**src/rtl/signedmul_seq_if.sv**
```systemverilog
// Operand/result handshake bundle for the sequential sign-magnitude multiplier.
// The master side supplies operands and accepts results; the slave side is the multiplier.
interface signedmul_seq_if #(
  parameter int WIDTH = 16
) ();
  logic             in_valid;
  logic             in_ready;
  logic [WIDTH-1:0] a;
  logic [WIDTH-1:0] b;
  logic             out_valid;
  logic             out_ready;
  logic [WIDTH-1:0] c;
  logic             ovf;

  modport master (
    output in_valid, a, b, out_ready,
    input  in_ready, out_valid, c, ovf
  );

  modport slave (
    input  in_valid, a, b, out_ready,
    output in_ready, out_valid, c, ovf
  );
endinterface

```
**src/rtl/signedmul_seq.sv**
```systemverilog
// Sequential sign-magnitude fixed-point multiplier: one multiplier bit per cycle,
// then rescale by FRAC with optional round-half-away-from-zero and saturation.
module signedmul_seq #(
  parameter int WIDTH    = 16,
  parameter int FRAC     = 12,
  parameter int MAG_BITS = 15,
  parameter int ROUND    = 1,
  parameter int SAT      = 1
) (
  input  logic            clk,
  input  logic            rst,
  signedmul_seq_if.slave  bus
);

  localparam int PW = 2 * MAG_BITS;
  localparam int EW = (PW + 1 > WIDTH + 1) ? PW + 1 : WIDTH + 1;
  localparam int CW = $clog2(MAG_BITS + 1);

  localparam logic [WIDTH-1:0] MIN_VAL  = {1'b1, {(WIDTH-1){1'b0}}};
  localparam logic [WIDTH-1:0] MAX_VAL  = {1'b0, {(WIDTH-1){1'b1}}};
  localparam logic [EW-1:0]    NEG_LIM  = EW'(1'b1) << (WIDTH - 1);
  localparam logic [EW-1:0]    POS_LIM  = NEG_LIM - EW'(1'b1);
  localparam logic [EW-1:0]    RND_ADD  = (ROUND != 0) ? (EW'(1'b1) << (FRAC - 1)) : {EW{1'b0}};
  localparam logic [CW-1:0]    LAST_CNT = CW'(MAG_BITS - 1);

  typedef enum logic [1:0] {
    IDLE  = 2'd0,
    BUSY  = 2'd1,
    FINAL = 2'd2,
    DONE  = 2'd3
  } state_t;

  // The most negative value has no positive twin, so it clamps to the largest positive one.
  function automatic logic [MAG_BITS-1:0] mag_of(input logic [WIDTH-1:0] v);
    logic [WIDTH-1:0] m;
    if (v[WIDTH-1] == 1'b0) begin
      m = v;
    end else if (v == MIN_VAL) begin
      m = MAX_VAL;
    end else begin
      m = -v;
    end
    return m[MAG_BITS-1:0];
  endfunction

  state_t              state_r, state_n;
  logic                in_ready_r;
  logic                out_valid_r;
  logic [WIDTH-1:0]    c_r;
  logic                ovf_r;
  logic                sign_r;
  logic [PW-1:0]       mcand_r;
  logic [MAG_BITS-1:0] mplier_r;
  logic [PW-1:0]       acc_r;
  logic [CW-1:0]       cnt_r;

  logic                accept_s;
  logic                handoff_s;
  logic [EW-1:0]       sum_s;
  logic [EW-1:0]       m_s;
  logic [WIDTH-1:0]    m_low_s;
  logic [WIDTH-1:0]    c_n_s;
  logic                ovf_n_s;

  assign accept_s  = bus.in_valid && in_ready_r;
  assign handoff_s = out_valid_r && bus.out_ready;

  // State register.
  always_ff @(posedge clk) begin
    if (rst) begin
      state_r <= IDLE;
    end else begin
      state_r <= state_n;
    end
  end

  // Next-state decode.
  always_comb begin
    state_n = state_r;
    case (state_r)
      IDLE: begin
        if (accept_s) begin
          state_n = BUSY;
        end else begin
          state_n = IDLE;
        end
      end
      BUSY: begin
        if (cnt_r == LAST_CNT) begin
          state_n = FINAL;
        end else begin
          state_n = BUSY;
        end
      end
      FINAL: begin
        state_n = DONE;
      end
      DONE: begin
        if (handoff_s) begin
          state_n = IDLE;
        end else begin
          state_n = DONE;
        end
      end
      default: begin
        state_n = IDLE;
      end
    endcase
  end

  // Rescale the magnitude and apply sign, overflow and saturation rules.
  always_comb begin
    sum_s   = EW'(acc_r) + RND_ADD;
    m_s     = sum_s >> FRAC;
    m_low_s = m_s[WIDTH-1:0];
    c_n_s   = {WIDTH{1'b0}};
    ovf_n_s = 1'b0;
    if (m_s == {EW{1'b0}}) begin
      c_n_s   = {WIDTH{1'b0}};
      ovf_n_s = 1'b0;
    end else if (!sign_r) begin
      if (m_s > POS_LIM) begin
        c_n_s   = (SAT != 0) ? MAX_VAL : m_low_s;
        ovf_n_s = 1'b1;
      end else begin
        c_n_s   = m_low_s;
        ovf_n_s = 1'b0;
      end
    end else begin
      // m equal to the negative limit is still representable exactly.
      if (m_s > NEG_LIM) begin
        c_n_s   = (SAT != 0) ? MIN_VAL : -m_low_s;
        ovf_n_s = 1'b1;
      end else begin
        c_n_s   = -m_low_s;
        ovf_n_s = 1'b0;
      end
    end
  end

  // Operand capture, shift-add iterations, result register and handshake flags.
  always_ff @(posedge clk) begin
    if (rst) begin
      in_ready_r  <= 1'b0;
      out_valid_r <= 1'b0;
      c_r         <= {WIDTH{1'b0}};
      ovf_r       <= 1'b0;
      sign_r      <= 1'b0;
      mcand_r     <= {PW{1'b0}};
      mplier_r    <= {MAG_BITS{1'b0}};
      acc_r       <= {PW{1'b0}};
      cnt_r       <= {CW{1'b0}};
    end else begin
      in_ready_r <= (state_n == IDLE);
      case (state_r)
        IDLE: begin
          if (accept_s) begin
            sign_r   <= bus.a[WIDTH-1] ^ bus.b[WIDTH-1];
            mcand_r  <= {{MAG_BITS{1'b0}}, mag_of(bus.a)};
            mplier_r <= mag_of(bus.b);
            acc_r    <= {PW{1'b0}};
            cnt_r    <= {CW{1'b0}};
          end
        end
        BUSY: begin
          // The multiplicand is pre-shifted each step, so it always equals |a| << count.
          if (mplier_r[0]) begin
            acc_r <= acc_r + mcand_r;
          end
          mcand_r  <= mcand_r << 1;
          mplier_r <= mplier_r >> 1;
          cnt_r    <= cnt_r + CW'(1'b1);
        end
        FINAL: begin
          c_r         <= c_n_s;
          ovf_r       <= ovf_n_s;
          out_valid_r <= 1'b1;
        end
        DONE: begin
          if (handoff_s) begin
            out_valid_r <= 1'b0;
          end
        end
        default: begin
          out_valid_r <= 1'b0;
        end
      endcase
    end
  end

  assign bus.in_ready  = in_ready_r;
  assign bus.out_valid = out_valid_r;
  assign bus.c         = c_r;
  assign bus.ovf       = ovf_r;

endmodule

```
**src/flat_wrapper.sv**
```systemverilog
// flat-port wrapper written by rule: the top's interface ports become plain ports
module signedmul_seq_flat 
#(
  parameter int WIDTH    = 16,
  parameter int FRAC     = 12,
  parameter int MAG_BITS = 15,
  parameter int ROUND    = 1,
  parameter int SAT      = 1
)
  (clk, rst, bus_in_valid, bus_a, bus_b, bus_out_ready, bus_in_ready, bus_out_valid, bus_c, bus_ovf);
  signedmul_seq_if #(.WIDTH(WIDTH)) bus_i ();
  input  logic clk;
  input  logic rst;
  input wire logic [$bits(bus_i.in_valid)-1:0] bus_in_valid;
  input wire logic [$bits(bus_i.a)-1:0] bus_a;
  input wire logic [$bits(bus_i.b)-1:0] bus_b;
  input wire logic [$bits(bus_i.out_ready)-1:0] bus_out_ready;
  output wire logic [$bits(bus_i.in_ready)-1:0] bus_in_ready;
  output wire logic [$bits(bus_i.out_valid)-1:0] bus_out_valid;
  output wire logic [$bits(bus_i.c)-1:0] bus_c;
  output wire logic [$bits(bus_i.ovf)-1:0] bus_ovf;
  assign bus_i.in_valid = bus_in_valid;
  assign bus_i.a = bus_a;
  assign bus_i.b = bus_b;
  assign bus_i.out_ready = bus_out_ready;
  assign bus_in_ready = bus_i.in_ready;
  assign bus_out_valid = bus_i.out_valid;
  assign bus_c = bus_i.c;
  assign bus_ovf = bus_i.ovf;
  signedmul_seq #(.WIDTH(WIDTH), .FRAC(FRAC), .MAG_BITS(MAG_BITS), .ROUND(ROUND), .SAT(SAT)) u_core (.clk(clk), .rst(rst), .bus(bus_i));
endmodule
```
**config.mk**
```make
export PLATFORM = sky130hd
export DESIGN_NAME = signedmul_seq_flat
export DESIGN_NICKNAME = d
export VERILOG_FILES = /design/src/rtl/signedmul_seq_if.sv /design/src/rtl/signedmul_seq.sv /design/src/flat_wrapper.sv
export SDC_FILE = /design/constraint.sdc
export NUM_CORES = 1
export LEC_CHECK = 0
export BUFFER_PORTS_ARGS = -buffer_cell sky130_fd_sc_hd__buf_2
export CAP_MARGIN = 5
export CELL_PAD_IN_SITES_DETAIL_PLACEMENT = 0
export CELL_PAD_IN_SITES_GLOBAL_PLACEMENT = 1
export CORE_MARGIN = 5
export CORE_UTILIZATION = 41
export DETAILED_ROUTE_END_ITERATION = 16
export GPL_ROUTABILITY_DRIVEN = 0
export PLACE_DENSITY_LB_ADDON = 0.1
export REMOVE_ABC_BUFFERS = 1
export SLEW_MARGIN = 0
export SYNTH_ARGS = -nofsm -noshare
export SYNTH_HDL_FRONTEND = slang
export SYNTH_SLANG_ARGS = --single-unit
export TNS_END_PERCENT = 50
```
**constraint.sdc**
```tcl
create_clock -name clk -period 2.8 [get_ports clk]
set_input_delay 0.28 -clock clk [delete_from_list [all_inputs] [get_ports clk]]
set_output_delay 0.28 -clock clk [all_outputs]
set_load 0.05 [all_outputs]
```
==> results.json <==
{
  "cp_cell_sequence": "ha_1 > fa_1 > a211oi_2 > buf_4 > o21bai_1 > a21oi_2 > o21bai_1 > a21oi_1 > o21bai_1 > a211o_1 > a32o_1",
  "synth-main-ff-cell": "dfxtp_1",
  "cts_max_level": 3,
  "nNetsFinal": 1015,
  "postRouteAntennaNets": 0,
  "avgViaCountPerCell": 5.733,
  "finalClockSkew_ns": 0.01163,
  "crit_type": "flop to flop",
  "drv_cap": 0,
  "fp-row-count": 47,
  "slew_headroom": 0.1315,
  "avgSynthCellArea_um2": 7.850,
  "hold_path_class": "input port to flop",
  "numCtsBuffers": 9,
  "synth-edff-count": 0,
  "cts.sinks": 101,
  "grt_max_degree": 55,
  "die_w_um": 140.9,
  "clk_pin_slew_ns": 0.08,
  "ys_ff_latch": 101,
  "cp_common_cell": "o21bai_1",
  "slew_viol_final": 0,
  "final_cell_mix": "dfxtp_1 (96), a21oi_1 (89), nand2_1 (85), nor2_1 (81), buf_2 (54)",
  "yosysWarnings": 0,
  "layout_commonest_cell": "dfxtp_1",
  "synth_top_area_share": 0.2878,
  "power_mw": 3.220,
  "drt_first_pass_iters": 4,
  "diodes": 0,
  "async_flop_share": 0,
  "hold_path_startpoint": "bus_a[2]",
  "worstMarginPinSlew_ns": 1.298,
  "coreArea_mm2": 0.01670,
  "critPathCaptureType": "flop",
  "timing.rr.start": "u_core.mcand_r[0]",
  "holdBufCountCts": 0,
  "crit_path_max_incr_delay_ns": 0.42,
  "cp_num_buf_inv": 1,
  "syn2layout_area_growth_pct": 12.70,
  "p_leak_nw": 3.126,
  "seq_area_frac_synth": 0.2878,
  "finalCritPeriodShare": 0.9417,
  "cp_slowest_cell": "fa_1",
  "grt_pass1_wl_um": 31720,
  "worst-path-max-fanout": 3,
  "insertion_delay_ns": 0.36,
  "cpLargestDelayFamily": "compound AO/OA/AOI/OAI gates",
  "start_kind": "flop",
  "synthCells": 895,
  "clock-root-buffer": "clkbuf_16",
  "finalSetupTns_ns": 0,
  "cp-startpoint": "u_core.mcand_r[0]",
  "crit_required_ns": 3.05,
  "setup_viol": 0,
  "status": "complete, no violations",
  "dr.first_iter.drc_count": 335,
  "routedWlPerCell_um": 15.95,
  "synth.area.top_cells": "dfxtp_1 (29%), a21oi_1 (6.4%), ha_1 (6.4%), xnor2_1 (4.9%), nand2_1 (4.5%)",
  "drive_gt1_frac": 0.1542,
  "synth_top_area_cell": "dfxtp_1",
  "gr-usage-all-layers": 0.1911,
  "rsz0062_at_grt": "no",
  "irDropWorstVdd_v": 0.0002894,
  "antenna_found_initial": 0,
  "powerDensity_mw_per_mm2": 406.7,
  "dp_hpwl_um": 14370,
  "die-area_mm2": 0.01985,
  "max_freq_ghz": 0.3793,
  "vias": 6690,
  "start_util": 0.4207,
  "mappedNetlistArea_mm2": 0.007025,
  "io_pins": 55,
  "cts_buffer_depth": 2,
  "ys_types": 78,
  "post-route-drc-count": 0,
  "arrival_ns": 2.89,
  "overflow": 0,
  "cts_tree": "done",
  "period_needed_ns": 2.637,
  "portBuffers": 54,
  "routed_wl_um": 18620,
  "final_hold_viol_count": 0,
  "die_h_um": 140.9,
  "grt_pass1_vias": 6442,
  "fin_hold_ws_ns": 0.2692
}
-- synth_stat cells, drive strengths merged (4+ instances only) --
cell type / count
dfxtp: 101
a21oi: 92
nand2: 85
nor2: 82
o21ai: 47
xnor2: 40
nand3: 37
ha: 36
nor3: 35
clkbuf: 30
buf: 27
xor2: 25
inv: 20
nand4: 16
a21o: 14
a22o: 14
a22oi: 14
a31oi: 12
o31ai: 12
a311oi: 10
o21bai: 10
a211oi: 9
nor2b: 8
a32o: 7
o211ai: 7
o221ai: 7
or3: 7
a2111oi: 6
and3: 6
and4: 6
o21a: 6
and2: 5
nand2b: 5
nand3b: 5
a211o: 4
a21boi: 4
nand4b: 4
o31a: 4
or4: 4
-- final timing paths --
| check | end | slack (ns) | cells past startpoint |
|---|---|---|---|
| min reg2reg | u_core.mplier_r[4] | 0.46 | 2 |
| max reg2reg | u_core.acc_r[10] | 0.16 | 11 |
| min | u_core.mcand_r[2] | 0.27 | 3 |
| max | u_core.acc_r[10] | 0.16 | 11 |
-- worst reg2reg max path, cell delays in order (launching register included) --
cell and delay, ns:
dfxtp_1 0.33, ha_1 0.23, fa_1 0.42, a211oi_2 0.24, buf_4 0.15, o21bai_1 0.08
a21oi_2 0.19, o21bai_1 0.08, a21oi_1 0.20, o21bai_1 0.09, a211o_1 0.29, a32o_1 0.25
-- registers in the layout, summed over array words and instances, names as in the netlist --
register and flops:
u_core.acc_r 30, u_core.bus.c 16, u_core.bus.in_ready 1, u_core.bus.out_valid 1, u_core.bus.ovf 1, u_core.cnt_r 4, u_core.mcand_r 30, u_core.mplier_r 15
u_core.sign_r 1, u_core.state_r 2
-- what timing repair did --
item	4_1_cts	5_1_grt
setup buffers	0	0
gates resized for setup	0	12
setup endpoints to repair	0	25
-- where the power goes --
| group | switching [mW] | total [mW] | leakage [nW] | internal, mW |
|---|---|---|---|---|
| registers | 0.0490 | 1.53 | 0.821 | 1.49 |
| clock network | 0.604 | 1.22 | 0.132 | 0.617 |
| logic | 0.290 | 0.464 | 2.17 | 0.173 |
| total | 0.944 | 3.22 | 3.13 | 2.28 |
-- per-layer routing --
layer / vias up / share of wire / track usage
li1: 3424 / - / -
met1: 3107 / 0.47 / 0.2438
met2: 132 / 0.46 / 0.3284
met3: 27 / 0.044 / 0.03454
met4: 0 / 0.022 / 0.05915
met5: - / 0 / 0
-- final cells by class --
cell class	instances	area, um2
fillers	1696	8783
multi-input cells	717	4692
repair buffers	93	563.0
clock inverters	7	58.81
clock buffers	9	225.2
flip-flops and latches	101	2028
well taps	220	275.3
inverters	20	75.07
-- per-stage QoR --
stage	instance area, um2	worst slack (ns)	std cells	utilization
final	7918	0.1633	1167	0.4741
after global routing	7918	0.01239	1167	0.4741
after CTS	7896	0.04021	1167	0.4728
after detailed placement	7612	0.07792	1151	0.4558
after global placement	7612	0.09910	1151	0.4558
after floorplan	6761	-0.9222	838	-
-- cell families after synthesis --
family,after synthesis,synth area share
and+or+nand+nor,317,0.2264
muxes,1,0.001425
buffers and inverters,77,0.04826
DFF,101,0.2878
AOI/OAI and AO/OA,297,0.2860
xor gates and xnor gates,65,0.08317
adders and majority gates,37,0.06696
No activity file was read; power rests on OpenSTA's default activity.
